<file path="src/rtl/serial_word_feeder.sv">
// Parallel-to-serial feeder for the sequence-detector FSM: a one-word holding register in front
// of a shift register, so frames can run back-to-back, with an optional idle gap between frames.
module serial_word_feeder #(
    parameter int unsigned WIDTH      = 8,
    parameter bit          MSB_FIRST  = 1'b1,
    parameter int unsigned GAP        = 0,
    parameter bit          IDLE_LEVEL = 1'b0
) (
    input  logic             clock,
    input  logic             reset_b,
    input  logic [WIDTH-1:0] data_in,
    input  logic             valid_in,
    output logic             ready_out,
    input  logic             hold,
    output logic             serial_out,
    output logic             bit_valid,
    output logic             frame_start,
    output logic             frame_last,
    output logic             busy
);

    localparam int unsigned      CNT_W    = (WIDTH > 1) ? $clog2(WIDTH) : 1;
    localparam int unsigned      GAP_W    = 4;
    localparam logic [CNT_W-1:0] LAST_BIT = CNT_W'(WIDTH - 1);
    localparam logic [GAP_W-1:0] GAP_LAST = (GAP > 0) ? GAP_W'(GAP - 1) : '0;

    localparam logic [1:0] S_IDLE  = 2'd0;
    localparam logic [1:0] S_SHIFT = 2'd1;
    localparam logic [1:0] S_GAP   = 2'd2;

    logic [1:0]       r_state;
    logic [WIDTH-1:0] r_hold_data;
    logic             r_hold_full;
    logic [WIDTH-1:0] r_shift;
    logic [CNT_W-1:0] r_bit_cnt;
    logic [GAP_W-1:0] r_gap_cnt;
    logic             r_serial;
    logic             r_bit_valid;
    logic             r_frame_start;
    logic             r_frame_last;

    logic [1:0]       w_state;
    logic [WIDTH-1:0] w_hold_data;
    logic             w_hold_full;
    logic [WIDTH-1:0] w_shift;
    logic [CNT_W-1:0] w_bit_cnt;
    logic [GAP_W-1:0] w_gap_cnt;
    logic             w_serial;
    logic             w_bit_valid;
    logic             w_frame_start;
    logic             w_frame_last;
    logic             w_load;

    // The shift register holds only the bits not yet shown; serial_out holds the current bit.
    logic             w_first_bit;
    logic [WIDTH-1:0] w_hold_rest;
    logic             w_next_bit;
    logic [WIDTH-1:0] w_shift_adv;
    logic [CNT_W-1:0] w_cnt_inc;

    assign w_first_bit = MSB_FIRST ? r_hold_data[WIDTH-1] : r_hold_data[0];
    assign w_hold_rest = MSB_FIRST ? (r_hold_data << 1) : (r_hold_data >> 1);
    assign w_next_bit  = MSB_FIRST ? r_shift[WIDTH-1] : r_shift[0];
    assign w_shift_adv = MSB_FIRST ? (r_shift << 1) : (r_shift >> 1);
    assign w_cnt_inc   = r_bit_cnt + CNT_W'(1);

    always_ff @(posedge clock) begin
        if (!reset_b) begin
            r_state       <= S_IDLE;
            r_hold_data   <= '0;
            r_hold_full   <= 1'b0;
            r_shift       <= '0;
            r_bit_cnt     <= '0;
            r_gap_cnt     <= '0;
            r_serial      <= IDLE_LEVEL;
            r_bit_valid   <= 1'b0;
            r_frame_start <= 1'b0;
            r_frame_last  <= 1'b0;
        end else begin
            r_state       <= w_state;
            r_hold_data   <= w_hold_data;
            r_hold_full   <= w_hold_full;
            r_shift       <= w_shift;
            r_bit_cnt     <= w_bit_cnt;
            r_gap_cnt     <= w_gap_cnt;
            r_serial      <= w_serial;
            r_bit_valid   <= w_bit_valid;
            r_frame_start <= w_frame_start;
            r_frame_last  <= w_frame_last;
        end
    end

    // Held edges keep everything frozen except the holding register, and drop the bit strobes.
    always_comb begin
        w_state       = r_state;
        w_hold_data   = r_hold_data;
        w_hold_full   = r_hold_full;
        w_shift       = r_shift;
        w_bit_cnt     = r_bit_cnt;
        w_gap_cnt     = r_gap_cnt;
        w_serial      = r_serial;
        w_bit_valid   = 1'b0;
        w_frame_start = 1'b0;
        w_frame_last  = 1'b0;
        w_load        = 1'b0;

        if (!hold) begin
            case (r_state)
                S_IDLE: begin
                    w_load = r_hold_full;
                end
                S_SHIFT: begin
                    if (r_bit_cnt == LAST_BIT) begin
                        if (GAP > 0) begin
                            w_state   = S_GAP;
                            w_gap_cnt = '0;
                            w_serial  = IDLE_LEVEL;
                        end else if (r_hold_full) begin
                            w_load = 1'b1;
                        end else begin
                            w_state  = S_IDLE;
                            w_serial = IDLE_LEVEL;
                        end
                    end else begin
                        w_bit_cnt    = w_cnt_inc;
                        w_serial     = w_next_bit;
                        w_shift      = w_shift_adv;
                        w_bit_valid  = 1'b1;
                        w_frame_last = (w_cnt_inc == LAST_BIT);
                    end
                end
                S_GAP: begin
                    if (r_gap_cnt == GAP_LAST) begin
                        if (r_hold_full) begin
                            w_load = 1'b1;
                        end else begin
                            w_state  = S_IDLE;
                            w_serial = IDLE_LEVEL;
                        end
                    end else begin
                        w_gap_cnt = r_gap_cnt + GAP_W'(1);
                    end
                end
                default: begin
                    w_state  = S_IDLE;
                    w_serial = IDLE_LEVEL;
                end
            endcase
        end

        // A load presents the first bit immediately; no accept can coincide since ready_out is low.
        if (w_load) begin
            w_state       = S_SHIFT;
            w_bit_cnt     = '0;
            w_serial      = w_first_bit;
            w_shift       = w_hold_rest;
            w_hold_full   = 1'b0;
            w_bit_valid   = 1'b1;
            w_frame_start = 1'b1;
        end else if (valid_in && !r_hold_full) begin
            w_hold_data = data_in;
            w_hold_full = 1'b1;
        end
    end

    assign ready_out   = ~r_hold_full;
    assign serial_out  = r_serial;
    assign bit_valid   = r_bit_valid;
    assign frame_start = r_frame_start;
    assign frame_last  = r_frame_last;
    assign busy        = (r_state != S_IDLE) | r_hold_full;

endmodule
</file>
<file path="config.mk">
export PLATFORM = sky130hd
export DESIGN_NAME = serial_word_feeder
export DESIGN_NICKNAME = d
export VERILOG_FILES = /design/src/rtl/serial_word_feeder.sv
export SDC_FILE = /design/constraint.sdc
export NUM_CORES = 1
export LEC_CHECK = 0
export BUFFER_PORTS_ARGS = -buffer_cell sky130_fd_sc_hd__buf_2
export CORE_UTILIZATION = 56
export DETAILED_ROUTE_END_ITERATION = 12
export PLACE_DENSITY_LB_ADDON = 0.05
export SLEW_MARGIN = 0
export SYNTH_ARGS = -nofsm -noshare
export SYNTH_HDL_FRONTEND = slang
export SYNTH_SLANG_ARGS = --single-unit
</file>
<file path="constraint.sdc">
create_clock -name clock -period 3.6 [get_ports clock]
set_clock_uncertainty 0.05 [all_clocks]
set_input_delay 0.36 -clock clock [delete_from_list [all_inputs] [get_ports clock]]
set_output_delay 0.36 -clock clock [all_outputs]
set_load 0.02 [all_outputs]
</file>
==> metrics, run 1 <==
outcome=finished clean; Synth top area share=between 40% and 50%; Metal-1 WL=between 800 and 900 um; CTS resizes=0; FF+latch count, synth=24; DR WL met2=735 um; Die Area=1960 um^2; dpl hpwl=1250 um; Top Metal Used=met4; final hold violation count=0; Worst EP arrival=~1.8 ns; Slew Limit Fails=0; setup_tns=0 ns; P per Cell Area=407 nW/um^2; I/O Buffers=17; clock-pin slew on the worst setup and hold paths=0.12 ns; # diodes=0; Via density=between 5 and 6; clk sinks=24; postcts setup bufs=0; simple logic cell fraction of the synthesized area=approximately 16%; max-cap check violation count=0; Yosys top cell by area=dfxtp_1; Worst-Skew Late Latency=approximately 0.30 ns; Worst EP required=between 3 and 4 ns; Yosys warning count=0; number of iterations in the first detailed-routing pass=4; Top Ports=18; post-synthesis cell count=95; number of flops mapped to enable cells by yosys=0; Critical Path Start Type=register; initial antenna violation count=0; critical path peak fanout=7; combinational family with the most area after synthesis=simple AND/OR/NAND/NOR gates; Placed Cells=133; XOR/XNOR share of the synthesized area=less than 1%; ys async rst share=0%; Die W=between 40 and 50 um; post-synthesis compound-gate area fraction=between 10% and 20%; Syn-to-layout area delta=11.1%; Initial Util=62.8%; Tmin final=1.63 ns; grt ovf=0; Adder-Cell Fraction of Synth Area=between 3 and 4%; post-route DRC violation count=0; Non-Filler Instances=around 140; die height=between 40 and 50 um; pin count of the biggest net entering global routing=13; root buf cell=clkbuf_4; first-pass GRT wire length=~2800 um; mux cell area share after synthesis=between 10% and 20%; Nets=between 100 and 150; met3 WL=42 um; DRT iter0 DRCs=5; final WL=between 1500 and 2000 um; post-synth net total=110; hold-fix buffers at CTS=0; vias in the first global route=between 600 and 700; Max-slew headroom=a little over 70%; Fmax=slightly above 600 MHz; most frequent cell after synthesis=dfxtp_1; Post-Syn Area=between 1000 and 1500 um^2; type of the worst min-delay path=input pin to register; Final Total Pwr=approximately 450 uW; Setup crit end kind=register; vias=699; register area share after synthesis=between 40% and 50%; synth unique cells=23; CORE AREA=~1600 um^2; Area contributors post-synth=dfxtp_1 (48%), mux2i_1 (14%), o2bb2ai_1 (5.2%), nor2_1 (4.9%), nand2b_4 (4.1%); CTS Buf Count=3; gr usage total=between 10% and 20%; RePlAce Congestion=approximately 0.76; share of cells above drive strength 1=roughly a quarter; wire per inst=~12 um; Setup-failing EPs final=0; RSZ-0062 raised after global routing=no; WHS=~0.22 ns; H-Tree Depth=1; DRT antenna net count=0; Peak supply drop=about 0.00029 V; site row count=14; CTS Buffer Depth=2; syn avg cell area=about 11 um^2; Slew @ Worst Pin=0.430 ns; Tcrit/Tclk final=roughly 45%; Leakage=just over 0.5 nW; crit path kind=register to register; prevailing post-synth register cell=dfxtp_1; CTS tree=yes; synth cell count leaders=dfxtp_1 (24), mux2i_1 (14), nor2_1 (13), inv_1 (6), o2bb2ai_1 (6)
-- critical path, stage by stage (launching register included) --
cell	delay, ns
dfxtp_1	0.35
ha_1	0.20
ha_1	0.22
nand2b_4	0.17
a21oi_1	0.21
nand2_1	0.19
o2bb2ai_1	0.17
-- kinds of logic after synthesis --
kind of cell    Yosys count
flops                    24
simple gates             26
mux                      14
buf+inv                   9
compound gates           18
xor+xnor                  1
fa+ha+maj                 3
-- path summary, 6_finish.rpt --
check	from	to	slack, ns	cells past startpoint
hold / removal	valid_in	r_hold_full	0.22	3
setup / recovery	r_bit_cnt[0]	r_shift[7]	1.97	6
setup reg to reg	r_bit_cnt[0]	r_shift[7]	1.97	6
hold reg to reg	r_shift[2]	r_shift[2]	0.43	1
-- registers in the layout, indices dropped and copies added (netlist names) --
name,flops
r_bit_cnt,3
frame_last,1
r_shift,7
r_state,1
r_hold_full,1
frame_start,1
bit_valid,1
serial_out,1
r_hold_data,8
-- layer usage --
layer	GRT usage, %	vias to the layer above
met5	0	-
met3	6.12	4
met4	5.45	0
met2	31.8	12
li1	-	363
met1	26.0	320
-- placed cells by master (no fill, tap or decap) --
cell type	netlist	routed
nand4_1	1	1
and4_2	1	1
nor2_1	13	13
or2_2	1	1
o21ai_0	4	4
xnor2_1	1	1
dfxtp_1	24	24
a21oi_1	5	5
nor2_2	2	2
mux2i_1	14	14
o2bb2ai_1	6	6
clkbuf_4	0	3
a22o_1	1	1
inv_1	6	6
and2b_1	2	2
nand2_1	2	2
nand2b_4	3	3
nand2_4	1	1
buf_2	0	17
a211oi_2	1	1
a22oi_1	1	1
ha_1	3	3
-- report_power, final --
group,leakage [nW],internal (mW),switching (mW),total (mW)
Clock,0.0138,0.0391,0.0719,0.111
Combinational,0.299,0.0251,0.0324,0.0575
Sequential,0.196,0.276,0.00820,0.284
Total,0.509,0.340,0.113,0.453
-- final cells by class --
| cell class | count | area [um^2] |
|---|---|---|
| well taps | 24 | 30.0 |
| repair buffers | 17 | 85.1 |
| clock buffers | 3 | 22.5 |
| multi-input cells | 62 | 472 |
| fillers | 143 | 482 |
| flip-flops and latches | 24 | 480 |
| inverters | 6 | 22.5 |
-- through the flow --
step | setup WS [ns] | instance area, um^2 | util [%]
6_report | 1.97 | 1110 | 69.8
5_1_grt | 1.82 | 1110 | 69.8
3_5_place_dp | 1.97 | 1090 | 68.4
2_1_floorplan | 2.10 | 1000 | -
3_3_place_gp | 2.03 | 1090 | 68.4
4_1_cts | 1.94 | 1110 | 69.8
No activity file was read; power rests on OpenSTA's default activity.
==> run 2, diff against run 1 <==
--- a/config.mk
+++ b/config.mk
@@ -6,7 +6,7 @@
 export NUM_CORES = 1
 export LEC_CHECK = 0
 export BUFFER_PORTS_ARGS = -buffer_cell sky130_fd_sc_hd__buf_2
-export CORE_UTILIZATION = 56
+export CORE_UTILIZATION = 47
 export DETAILED_ROUTE_END_ITERATION = 12
 export PLACE_DENSITY_LB_ADDON = 0.05
 export SLEW_MARGIN = 0
==> constraint.sdc (replaced) <==
create_clock -name clock -period 1.4 [get_ports clock]
set_clock_uncertainty 0.05 [all_clocks]
set_input_delay 0.14 -clock clock [delete_from_list [all_inputs] [get_ports clock]]
set_output_delay 0.14 -clock clock [all_outputs]
set_load 0.02 [all_outputs]
==> run 2 against run 1 <==
Effect of this change: the run now ends with negative setup slack left; critical path type unchanged; sequential cell count is the same; global-route usage decreased by 1.9 points; die area up 18%.
==> metrics, run 2 (same netlist as run 1, synthesis figures left out) <==
outcome=complete, but fails checks; failing checks=negative setup slack; reg2reg start=r_bit_cnt[0]; max-cap check violation count=0 (unchanged); CTS Buf Count=3 (unchanged); Nets=140 (+8.5%); crit path kind=register to register; most common cell after layout, fill and taps aside=dfxtp_1; initial antenna violation count=0 (unchanged); Non-Filler Instances=151 (+11%); Top Registers=r_hold_data: 8 flops, r_shift: 7 flops, r_bit_cnt: 3 flops; RR Endpoint=r_shift[6]; Worst EP required=1.58 ns (-2.21 ns); Placed Cells=140 (+5.3%); Setup WS post-layout=-0.0280 ns (-1.99 ns); RSZ-0062 raised after global routing=yes; Final Util=65.3% (-4.5 points); final WL=1740 um (+7.9%); CTS Buffer Depth=2 (unchanged); final hold violation count=0 (unchanged); DRT iter0 DRCs=7 (+2); Largest register FFs=8 (unchanged); I/O Buffers=17 (unchanged); Setup-failing EPs final=6 (+6); Setup crit end kind=register; Slew Limit Fails=0 (unchanged); Die W=48.2 um (+8.8%); first-pass GRT wire length=2760 um (-3.1%); H-Tree Depth=1 (unchanged); Worst-Skew Late Latency=0.32 ns (+0.02 ns); Final Total Pwr=1.41 mW (+210%); grt ovf=0 (unchanged); post-route DRC violation count=0 (unchanged); vias in the first global route=641 (-6.3%); type of the worst min-delay path=input pin to register; clock-pin slew on the worst setup and hold paths=0.13 ns (about the same); wire per inst=11.5 um (-2.8%); internal reg-to-reg setup slack=-0.03 ns (-1.99 ns); share of cells above drive strength 1=35.5% (+9.6 points); Fmax=700 MHz (+14%); RePlAce Congestion=0.845 (+11%); Tcrit/Tclk final=102% (+57 points); dpl hpwl=1220 um (-2.1%); P per Cell Area=1090 nW/um^2 (+170%); Reg with most FFs=r_hold_data; # diodes=0 (unchanged); pin count of the biggest net entering global routing=15 (+2); Via density=4.80 (-6.6%); vias=725 (+3.7%); Max-slew headroom=77.2% (+5.9 points); Top Ports=18 (unchanged); CORE AREA=1980 um^2 (+24%); critical path peak fanout=7 (unchanged); die height=48.2 um (+8.8%); Initial Util=50.5% (-12 points); Worst EP arrival=1.60 ns (-0.22 ns); Hold Crit Endpoint=r_hold_data[1]; site row count=16 (+2); gr usage total=18.0% (-1.9 points); DRT antenna net count=0 (unchanged); number of iterations in the first detailed-routing pass=4 (unchanged); hold path depth=3 (unchanged); Die Area=2320 um^2 (+18%); Syn-to-layout area delta=29.2%; Slew @ Worst Pin=0.341 ns (-0.0889 ns); Critical Path Start Type=register; DP Worst Slack=-0.0586 ns (-2.03 ns); CTS tree=yes; hold path startpoint=data_in[1]; Peak supply drop=0.000747 V (+160%); Reg2Reg Depth=6 (unchanged); setup_tns=-0.115 ns (-0.115 ns); Tmin final=1.43 ns (-0.206 ns); Leakage=0.573 nW (+13%); clk sinks=24 (unchanged); root buf cell=clkbuf_4; most frequent cells in the layout=dfxtp_1 (20), buf_2 (17), mux2i_1 (14)
## run 2: changes by cell type in the layout (fill, tap and decap cells not counted), moves of 2 or more
cell and delta:
ha_4 +2, dfxtp_1 -4, dfxtp_2 +4, ha_1 -2, dlygate4sd3_1 +6, buf_4 +5
## run 2: repair_timing
action                     CTS  global route
hold endpoints to repair     6             0
setup endpoints to repair    8            21
resized for setup            3             4
pin swaps                    6             3
setup buffers                0             1
gates cloned                 0             0
hold buffers                 6             0
## run 2: worst max path at each step
| stage | from | to | depth (start not counted) |
|---|---|---|---|
| 2_1_floorplan | r_bit_cnt[1] | r_bit_cnt[0] | 6 |
| 3_3_place_gp | r_bit_cnt[1] | r_shift[6] | 6 |
| 3_5_place_dp | r_bit_cnt[1] | r_shift[2] | 6 |
| 4_1_cts | r_bit_cnt[1] | r_shift[2] | 6 |
| 5_1_grt | r_bit_cnt[0] | r_shift[6] | 6 |
| 6_report | r_bit_cnt[0] | r_shift[6] | 6 |
## run 2: worst max-delay path: stages, from the launching register on
cell	delay, ns
dfxtp_2	0.36
ha_4	0.16
ha_4	0.15
nand2b_4	0.17
nand2b_4	0.15
mux2i_1	0.22
o2bb2ai_1	0.07
## run 2: cell type report
type / instances / area, um^2
timing repair buffer: 28 / 183
clock buffer: 3 / 22.5
tap: 27 / 33.8
fill: 161 / 688
inverter: 6 / 22.5
clock inverter: 1 / 30.0
sequential: 24 / 485
multi-input combinational: 62 / 517
## run 2: report_power, final
group          total (mW)  internal, mW  switching, mW  leakage [nW]
clock               0.498         0.290          0.208        0.0279
combinational       0.179        0.0851         0.0940         0.348
sequential          0.732         0.712         0.0203         0.197
## run 2: layer usage
metal	vias to the layer above	GRT usage (%)	share of wire, %	wire length (um)
met1	322	24.0	52	903
met3	4	6.67	3.2	55
met5	-	0	0	0
met2	13	25.6	43	757
met4	0	8.33	1.4	25
li1	386	-	-	-
## run 2: through the flow
stage | area (um^2) | hold WS (ns)
detailed placement | 1150 | 0.320
global route | 1290 | 0.0135
floorplan | 1030 | 0.206
finish | 1290 | 0.00621
global placement | 1150 | 0.306
CTS | 1280 | 0.00110
